===== config.mk =====
export PLATFORM = sky130hd
export DESIGN_NAME = input_channel_rc
export DESIGN_NICKNAME = d
export VERILOG_FILES = /design/src/rtl/input_channel_rc.sv
export SDC_FILE = /design/constraint.sdc
export NUM_CORES = 1
export LEC_CHECK = 0
export CORE_MARGIN = 5
export CORE_UTILIZATION = 31
export CTS_CLUSTER_SIZE = 24
export DETAILED_ROUTE_END_ITERATION = 16
export MAX_ROUTING_LAYER = met4
export PLACE_DENSITY = 0.63
export SKIP_CTS_REPAIR_TIMING = 1
export SLEW_MARGIN = 10
export SYNTH_ARGS = -nofsm -noshare
export SYNTH_HDL_FRONTEND = slang
export SYNTH_SLANG_ARGS = --single-unit

===== constraint.sdc =====
create_clock -name clk -period 2.4 [get_ports clk]
set_clock_uncertainty 0.15 [all_clocks]
set_input_delay 0.24 -clock clk [delete_from_list [all_inputs] [get_ports clk]]
set_output_delay 0.24 -clock clk [all_outputs]
set_load 0.01 [all_outputs]

===== src/rtl/input_channel_rc.sv =====
// input_channel_rc: per-input-port FIFO and XY route compute for the 5-port wormhole router.
// Optional macro INCH_DROPCNT_EN enables the saturating malformed-flit drop counter.
module input_channel_rc #(
    parameter int MYX   = 0,
    parameter int MYY   = 0,
    parameter int FLITW = 34,
    parameter int DEPTH = 4,
    parameter int AW    = 2
) (
    input  logic             clk,
    input  logic             rst_,
    input  logic [FLITW-1:0] in_flit,
    input  logic             in_valid,
    output logic             in_ready,
    output logic [FLITW-1:0] out_flit,
    output logic             out_valid,
    output logic [2:0]       port,
    output logic             req,
    input  logic             grt,
    input  logic             dn_ready,
    output logic [7:0]       drop_cnt
);

    typedef enum logic {
        S_IDLE,
        S_ACTIVE
    } state_t;

    localparam logic [AW:0] L_DEPTH = (AW+1)'(DEPTH);
    localparam logic [3:0]  L_MYX   = 4'(MYX);
    localparam logic [3:0]  L_MYY   = 4'(MYY);

    logic [FLITW-1:0] r_mem [DEPTH];
    logic [AW-1:0]    r_wr_ptr;
    logic [AW-1:0]    r_rd_ptr;
    logic [AW:0]      r_count;
    state_t           r_state;
    state_t           w_state_nxt;
    logic [2:0]       r_port;
    logic [2:0]       w_port_nxt;
    logic [2:0]       w_route;
    logic             w_push;
    logic             w_pop;
    logic             w_drop;
    logic             w_empty;
    logic [1:0]       w_type;
    logic [3:0]       w_dx;
    logic [3:0]       w_dy;

    assign w_empty   = (r_count == '0);
    assign in_ready  = (r_count != L_DEPTH);
    assign w_push    = in_valid & in_ready;
    assign out_flit  = r_mem[r_rd_ptr];
    assign w_type    = out_flit[FLITW-1 -: 2];
    assign w_dx      = out_flit[7:4];
    assign w_dy      = out_flit[3:0];
    assign out_valid = w_pop & ~w_drop;
    assign port      = r_port;
    assign req       = (r_state == S_ACTIVE);

    // XY dimension-order route of the flit at the FIFO head
    always_comb begin
        w_route = 3'd0;
        if (w_dx > L_MYX)
            w_route = 3'd3;
        else if (w_dx < L_MYX)
            w_route = 3'd1;
        else if (w_dy > L_MYY)
            w_route = 3'd4;
        else if (w_dy < L_MYY)
            w_route = 3'd2;
    end

    // next state, route latch and pop/drop decisions
    always_comb begin
        w_state_nxt = r_state;
        w_port_nxt  = r_port;
        w_pop       = 1'b0;
        w_drop      = 1'b0;
        unique case (r_state)
            S_IDLE: begin
                if (!w_empty) begin
                    if (w_type[0]) begin
                        w_port_nxt  = w_route;
                        w_state_nxt = S_ACTIVE;
                    end else begin
                        w_pop  = 1'b1;
                        w_drop = 1'b1;
                    end
                end
            end
            S_ACTIVE: begin
                if (grt && dn_ready && !w_empty) begin
                    w_pop = 1'b1;
                    if (w_type[1])
                        w_state_nxt = S_IDLE;
                end
            end
            default: w_state_nxt = S_IDLE;
        endcase
    end

    // FIFO storage; contents need no reset since pointers gate visibility
    always_ff @(posedge clk) begin
        if (w_push)
            r_mem[r_wr_ptr] <= in_flit;
    end

    // FIFO pointers, occupancy, state and held route
    always_ff @(posedge clk) begin
        if (!rst_) begin
            r_wr_ptr <= '0;
            r_rd_ptr <= '0;
            r_count  <= '0;
            r_state  <= S_IDLE;
            r_port   <= 3'd0;
        end else begin
            r_state <= w_state_nxt;
            r_port  <= w_port_nxt;
            if (w_push)
                r_wr_ptr <= r_wr_ptr + AW'(1);
            if (w_pop)
                r_rd_ptr <= r_rd_ptr + AW'(1);
            if (w_push && !w_pop)
                r_count <= r_count + (AW+1)'(1);
            else if (!w_push && w_pop)
                r_count <= r_count - (AW+1)'(1);
        end
    end

`ifdef INCH_DROPCNT_EN
    logic [7:0] r_drop_cnt;

    // saturating count of body/tail flits discarded while idle
    always_ff @(posedge clk) begin
        if (!rst_)
            r_drop_cnt <= 8'h00;
        else if (w_drop && r_drop_cnt != 8'hFF)
            r_drop_cnt <= r_drop_cnt + 8'd1;
    end

    assign drop_cnt = r_drop_cnt;
`else
    assign drop_cnt = 8'h00;
`endif

endmodule


---- Word-level counts from Yosys, hierarchy flattened ----
Memories as Yosys holds them, arrays and structs flattened. A register that Yosys moved wholly into a read port is not among the register bits.
Cells that the tools add are included.
word-level totals
  register bits ........................... 11
  bits of input ports ..................... 39
  memory bits (writable) .................. 136
  memories kept ........................... 1
memories
  name   depth  width  read ports  clocked after memory_dff  wr ports  RTL line  source
  r_mem  4      34     1           1                         1         33        logic [FLITW-1:0] r_mem [DEPTH];
operators by class
  bitwise gates (word level) .............. 5
  add/sub/neg operators ................... 4
  equal/unequal tests ..................... 1
  reductions and logical operators ........ 10
  mux-type cells .......................... 20
  magnitude comparators ................... 4
operators with widths
  kind                                                           number
  two-way mux 3 bit                                              5
  two-way mux 1 bit                                              10
  greater-than comparator 4 x 1 -> 1 bit, second input constant  2
  < comparator 4 x 1 -> 1 bit, second input constant             2
  two-way mux 2 bit                                              3
  adder 2 x 1 -> 2 bit, second input constant                    2
  logical AND 1 bit                                              4
  one-hot mux 1 bit (2 select lines)                             2
  adder 3 x 1 -> 3 bit, second input constant                    1
  logical NOT 1 bit                                              3
  logical NOT 3 bit                                              1
  inequality test 3 bit, second input constant                   1
  inverter 1 bit                                                 3
  AND reduction 3 bit                                            1
  subtractor 3 x 1 -> 3 bit, second input constant               1
  bitwise AND 1 bit                                              2
  nonzero test 2 bit                                             1

---- Longest topological paths before layout ----
Gate-level depths: netlist of the first run.
  word-level depth ........................ 8
  mapped depth ............................ 9
  mapped depth without buffers ............ 8

---- Worst setup path before layout of the first run ----
No wires, ideal clock.
  kind .................................... reg-to-reg
  start ................................... register with a tool-made name
  end ..................................... register r_count[2]
  stages on the path, launching flop included .. 10
  buffers on the path ..................... 1
  arrival ................................. 2.284 ns
  slack ................................... -0.107 ns
  cells stage by stage .................... dfxtp_1 -> buf_6 -> mux4_2 -> a211o_1 -> ha_1 -> inv_1 -> fa_1 -> xor2_1 -> or3_1 -> a21oi_1
RTL lines
  what                    RTL line  source
  end signal: assignment  125       r_count <= r_count + (AW+1)'(1);
  end signal: assignment  127       r_count <= r_count - (AW+1)'(1);
  end: declaration        36        logic [AW:0] r_count;

==> results of run 1 <==
==> area by class of cell <==
| class | count | area share |
|---|---|---|
| sequential | 148 | 0.568 |
| timing repair buffer | 108 | 0.158 |
| multi-input combinational | 90 | 0.155 |
| clock buffer | 19 | 0.0581 |
| tap | 229 | 0.0376 |
| clock inverter | 13 | 0.0207 |
| inverter | 6 | 0.00295 |
==> kinds of logic after synthesis <==
logic type | Yosys count | share of synthesized area
multiplexers | 36 | 0.141
AO/OA/AOI/OAI | 12 | 0.0172
XOR/XNOR | 4 | 0.00625
flip-flops | 148 | 0.771
adder cells (fa/ha/maj) | 6 | 0.0147
AND/OR/NAND/NOR | 24 | 0.0241
buffers and inverters | 23 | 0.0248
other | 1 | 0.000669
==> sequential cells by signal (all words and copies together), names as in the netlist, named ones only <==
register / count
port: 2
r_count: 3
r_mem: 136
r_rd_ptr: 2
r_wr_ptr: 2
req: 1
==> layer usage <==
| metal | vias to the layer above | part of all wire | wire [um] |
|---|---|---|---|
| li1 | 1260 | - | - |
| met1 | 1420 | 0.44 | 4940 |
| met2 | 75 | 0.49 | 5500 |
| met3 | 8 | 0.055 | 608 |
| met4 | 0 | 0.0091 | 102 |
| met5 | - | 0 | 0 |
==> metrics by stage <==
step	setup WS [ns]	instances
final	0.0217	613
after global routing	-0.0453	613
after CTS	-0.220	598
after detailed placement	-0.0762	566
after global placement	-0.0194	566
after floorplan	-0.0418	261
==> tightest hold or removal path, delay by kind of cell <==
family	cells	cell delay, ns
AO/OA/AOI/OAI	1	0.05
AND/OR/NAND/NOR	1	0.07
buffers and inverters	1	0.44
==> cells in the mapped netlist <==
cell and count:
dfxtp_1 12, ha_1 5, nor2_1 7, xnor2_1 2, xor2_1 2, and2_1 4, o21ai_1 1, a211oi_1 2
or3_1 2, buf_6 2, or4_1 1, mux4_1 2, fa_1 1, a21boi_0 1, a21boi_1 1, a2111oi_4 1
nor3_1 2, nand2b_4 1, nor4_2 1, buf_1 2, nand2_1 4, conb_1 1, clkbuf_1 1, a211o_1 1
mux4_2 32, o21ai_0 1, mux2i_1 2, buf_4 9, and3_1 1, clkinv_1 1, edfxtp_1 136, nand4_1 1
a21oi_1 4, buf_2 3, inv_1 5
==> worst paths after layout <==
| kind | startpoint | end | slack (ns) |
|---|---|---|---|
| setup / recovery | register | r_count[2] | 0.02 |
| hold / removal | rst_ | port[2] | 0.30 |
| setup reg to reg | register | r_count[2] | 0.02 |
| hold reg to reg | port[2] | port[2] | 0.32 |
==> power breakdown <==
part	switching, mW	internal, mW
combinational	1.10	1.46
sequential	0.114	3.13
clock	1.01	1.66
total	2.22	6.25
==> results.cfg, run 1 <==
[global_route]
met1_usage = 0.140
grt_max_degree = 35
grt_util_met2 = 0.176
antenna_found_initial = 0
busiest_layer = met2
grtUsageMet3 = 0.0370
grt_first_pass_wirelength_mm = 16.8
grtUsageTotal = 0.113
grt-ovfl-total = 0
grt_pass1_vias = 3023

[pwr]
power_density_nw_per_um2 = 1110
max-vdd-ir-drop_mv = 0.466
fin_total_pwr_mw = 8.48
p_leak_nw = 2.81

[cts]
clockBufferDepth = 2
cts_tree = yes
cts.clk_slew.worst_paths_ns = 0.06
clock_latency_ns = 0.41
cts_root_buffer = clkbuf_16
cts_made_buffers = 17
h-tree-depth = 4
cts.sinks = 148

[placed_design]
dp_hpwl_mm = 6.81
gp_congestion = 0.752
io_buffers = 78
post_dp_cell_area_um2 = 6790

[outcome]
status = completed

[critical_path]
slowest_delay_ns = 0.53
critPathSlowestCell = mux4_2
worst-path-buf-inv = 1
worst-path-stages = 8
end_kind = register
r2r_cells = 8
worstPathCellList = mux4_2 -> a211o_1 -> ha_2 -> inv_2 -> fa_2 -> xor2_1 -> or3_1 -> a21oi_1
cp.required_ns = 2.58
crit_type = register to register
critical-path-top-delay-family = multiplexers
crit_fanout = 4
cp.arrival_ns = 2.56
startpoint_type = register

[floorplan]
die_x_um = 145
fp.dieH_um = 145
die-area_um2 = 20900
core_um2 = 17900
io_pins = 87
core.rowCount = 49
start_util = 0.313

[finish]
fillers = 1570
nNetsFinal = 416
area_growth_pct = 36.0
drive_above_1_share = 0.279
layout_common_cells = edfxtp_1, clkdlybuf4s50_1, dlymetal6s2s_1, mux4_2, buf_4
multi_input_area_um2 = 1180
diodes = 0
final_util = 0.426
fin_area_um2 = 7630
layout_commonest_cell = edfxtp_1
seq_area_um2 = 4330

[yosys]
syn_inst = 254
yosys-top-cells-area = edfxtp_1, mux4_2, dfxtp_1
synth-seq-cells = 148
netlist_area_um2 = 5610
ys_seq_area_frac = 0.771
yosysWarnings = 0
synth_top_area_frac = 0.728
yosys.area.top_type = edfxtp_1
syn_avg_cell_area_um2 = 22.1
synth_cell_type_count = 35

[route]
first_iter_violations = 134
ant_nets = 0
drt_first_pass_iters = 4
drt_wl_total_mm = 11.2
wl_per_cell_um = 18.2
drc = 0
viasPerCell = 4.51
vias = 2763

[sta]
final_max_slew_viol_count = 0
fmax_ghz = 0.420
rsz0062_at_grt = yes
setup_viol = 0
worst_hold_slack_ns = 0.296
layout_min_cycle_time_ns = 2.38
finalCritPeriodShare = 0.991
final.setup.tns_ns = 0
hold_viol_final = 0

[worst_hold_path]
hold_path_depth = 3
hp-class = input pin to register

[flow_run]
cap_violations = 0
(Power assumes the default switching activity.)
==> inputs of run 2 (changes only) <==
--- a/config.mk
+++ b/config.mk
@@ -5,6 +5,7 @@
 export SDC_FILE = /design/constraint.sdc
 export NUM_CORES = 1
 export LEC_CHECK = 0
+export CAP_MARGIN = 20
 export CORE_MARGIN = 5
 export CORE_UTILIZATION = 31
 export CTS_CLUSTER_SIZE = 24
==> results of run 2 <==
Same layout as run 1: the final DEF is identical, and so are final timing and power.
==> inputs of run 3 (changes only) <==
--- a/config.mk
+++ b/config.mk
@@ -6,12 +6,11 @@
 export NUM_CORES = 1
 export LEC_CHECK = 0
 export CAP_MARGIN = 20
-export CORE_MARGIN = 5
-export CORE_UTILIZATION = 31
+export CORE_UTILIZATION = 48
 export CTS_CLUSTER_SIZE = 24
 export DETAILED_ROUTE_END_ITERATION = 16
 export MAX_ROUTING_LAYER = met4
-export PLACE_DENSITY = 0.63
+export PLACE_DENSITY = 0.85
 export SKIP_CTS_REPAIR_TIMING = 1
 export SLEW_MARGIN = 10
 export SYNTH_ARGS = -nofsm -noshare
==> run 3 against run 2 <==
  * First-iteration DRC count is 0.75% lower
  * Cell count down 14%
  * Utilization increased by 24 points
  * Fmax increased by 1.2%
  * Register-to-register slack improved by 0.03 ns
  * Sequential power hardly changed
  * Flip-flop and latch count did not move
  * Cell area shrank 0.87%
  * Largest cell class unchanged
  * Highest routed layer unchanged
==> results.cfg, run 3 (synthesis results as in run 1) <==
[outcome]
status = completed

[worst_hold_path]
whs_endpoint = r_mem[1][31]
worstHoldStart = in_flit[31]
hold_path_depth = 1
hp-class = input pin to register

[route]
first_iter_violations = 133
viasPerCell = 5.33
drt_first_pass_iters = 4
ant_nets = 0
vias = 2797
drt_wl_total_mm = 10.2
wl_per_cell_um = 19.4
drc = 0

[cts]
cts.clk_slew.worst_paths_ns = 0.06
clock_latency_ns = 0.41
cts.sinks = 148
cts_tree = yes
h-tree-depth = 4
cts_root_buffer = clkbuf_16
clockBufferDepth = 2
cts_made_buffers = 17

[critical_path]
r2r_cells = 8
crit_type = register to register
end_kind = register
startpoint_type = register
critPathSlowestCell = mux4_2
reg2reg_to = r_count[2]
crit_fanout = 3
cp.arrival_ns = 2.53
worstPathCellList = mux4_2 -> a211o_1 -> ha_2 -> inv_2 -> fa_2 -> xor2_1 -> or3_1 -> a21oi_1
cp.required_ns = 2.58
r2r_slack_ns = 0.05
slowest_delay_ns = 0.51

[finish]
reg_top3 = r_mem (136), r_count (3)
layout_common_cells = edfxtp_1, clkdlybuf4s50_1, dlymetal6s2s_1, mux4_2, buf_4
diodes = 0
top_register = r_mem
area_growth_pct = 34.8
drive_above_1_share = 0.267
largest_reg_flops = 136
fin_area_um2 = 7560
layout_commonest_cell = edfxtp_1
nNetsFinal = 414

[pwr]
p_leak_nw = 2.81
p_switching_mw = 2.17
p_int_mw = 6.54
p_seq_frac = 0.374
power_density_nw_per_um2 = 1150
p_comb_frac = 0.290
max-vdd-ir-drop_mv = 0.635
p_sw_frac = 0.249
p_clk_frac = 0.336

[floorplan]
io_pins = 87
core.rowCount = 39
fp.dieH_um = 110
die_x_um = 110
core_um2 = 11400
start_util = 0.491
die-area_um2 = 12100

[placed_design]
dp_hpwl_mm = 5.99
io_buffers = 78
place_ws_ns = -0.0704
gp_congestion = 0.695
post_dp_cell_area_um2 = 6670

[flow_run]
cap_violations = 0

[global_route]
antenna_found_initial = 0
grt-ovfl-total = 0
grt_pass1_vias = 2813
grt_max_degree = 34
grt_first_pass_wirelength_mm = 14.8
grtUsageTotal = 0.180

[sta]
setup_viol = 0
layout_min_cycle_time_ns = 2.35
worst_hold_slack_ns = 0.315
fmax_ghz = 0.425
finalCritPeriodShare = 0.979
rsz0062_at_grt = yes
hold_viol_final = 0
worst_slack_ns = 0.0495
final_max_slew_viol_count = 0
run 3: cell count changes in the layout (fill, tap and decap cells not counted), moves of 2 or more:
cell,delta
buf_6,-2
bufinv_16,+3
clkinv_1,+2
clkinv_2,-5
clkinv_4,-2
run 3: how the worst max path moves through the flow:
stage                  start           to  slack, ns  depth (start not counted)
floorplan           register   r_count[2]      -0.04                          9
global placement         grt   r_count[2]      0.003                          9
detailed placement       grt   r_count[2]      -0.07                          9
CTS                 register  out_flit[0]      -0.23                          3
global route        register   r_count[2]      -0.01                          8
finish              register   r_count[2]       0.05                          8
run 3: metrics by stage:
step	util	setup TNS [ns]	instances	total power [mW]
after global routing	0.662	-0.0102	525	9.08
after detailed placement	0.584	-0.0704	482	5.66
final	0.662	0	525	8.71
after global placement	0.584	0	482	5.61
after CTS	0.642	-4.79	514	8.59
after floorplan	-	-0.0729	261	4.61
run 3: final cells by class:
class / count / area [um^2]
inverters: 6 / 22.5
clock buffers: 19 / 433
repair buffers: 106 / 1180
fillers: 735 / 3860
flip-flops and latches: 148 / 4330
clock inverters: 13 / 229
multi-input cells: 90 / 1190
well taps: 143 / 179
run 3: worst max-delay path, delay by kind of cell (launching register included):
| kind | cells | cell delay (ns) |
|---|---|---|
| multiplexers | 1 | 0.51 |
| AO/OA/AOI/OAI | 2 | 0.41 |
| flip-flops | 1 | 0.38 |
| adder cells (fa/ha/maj) | 2 | 0.38 |
| AND/OR/NAND/NOR | 1 | 0.30 |
| XOR/XNOR | 1 | 0.07 |
| buffers and inverters | 1 | 0.06 |
run 3: power by group through the flow:
stage               combinational, mW  clock [mW]  sequential (mW)
finish                           2.52        2.93             3.25
global route                     2.71        3.09             3.28
CTS                              2.38        2.97             3.24
detailed placement               2.36           0             3.29
floorplan                        1.34           0             3.27
global placement                 2.34           0             3.27
run 3: layer usage:
metal	global-route usage	routed length, um	share of wire
met1	0.220	4290	0.42
met2	0.287	5350	0.52
met3	0.0547	442	0.043
met4	0.0620	118	0.012
met5	-	0	0
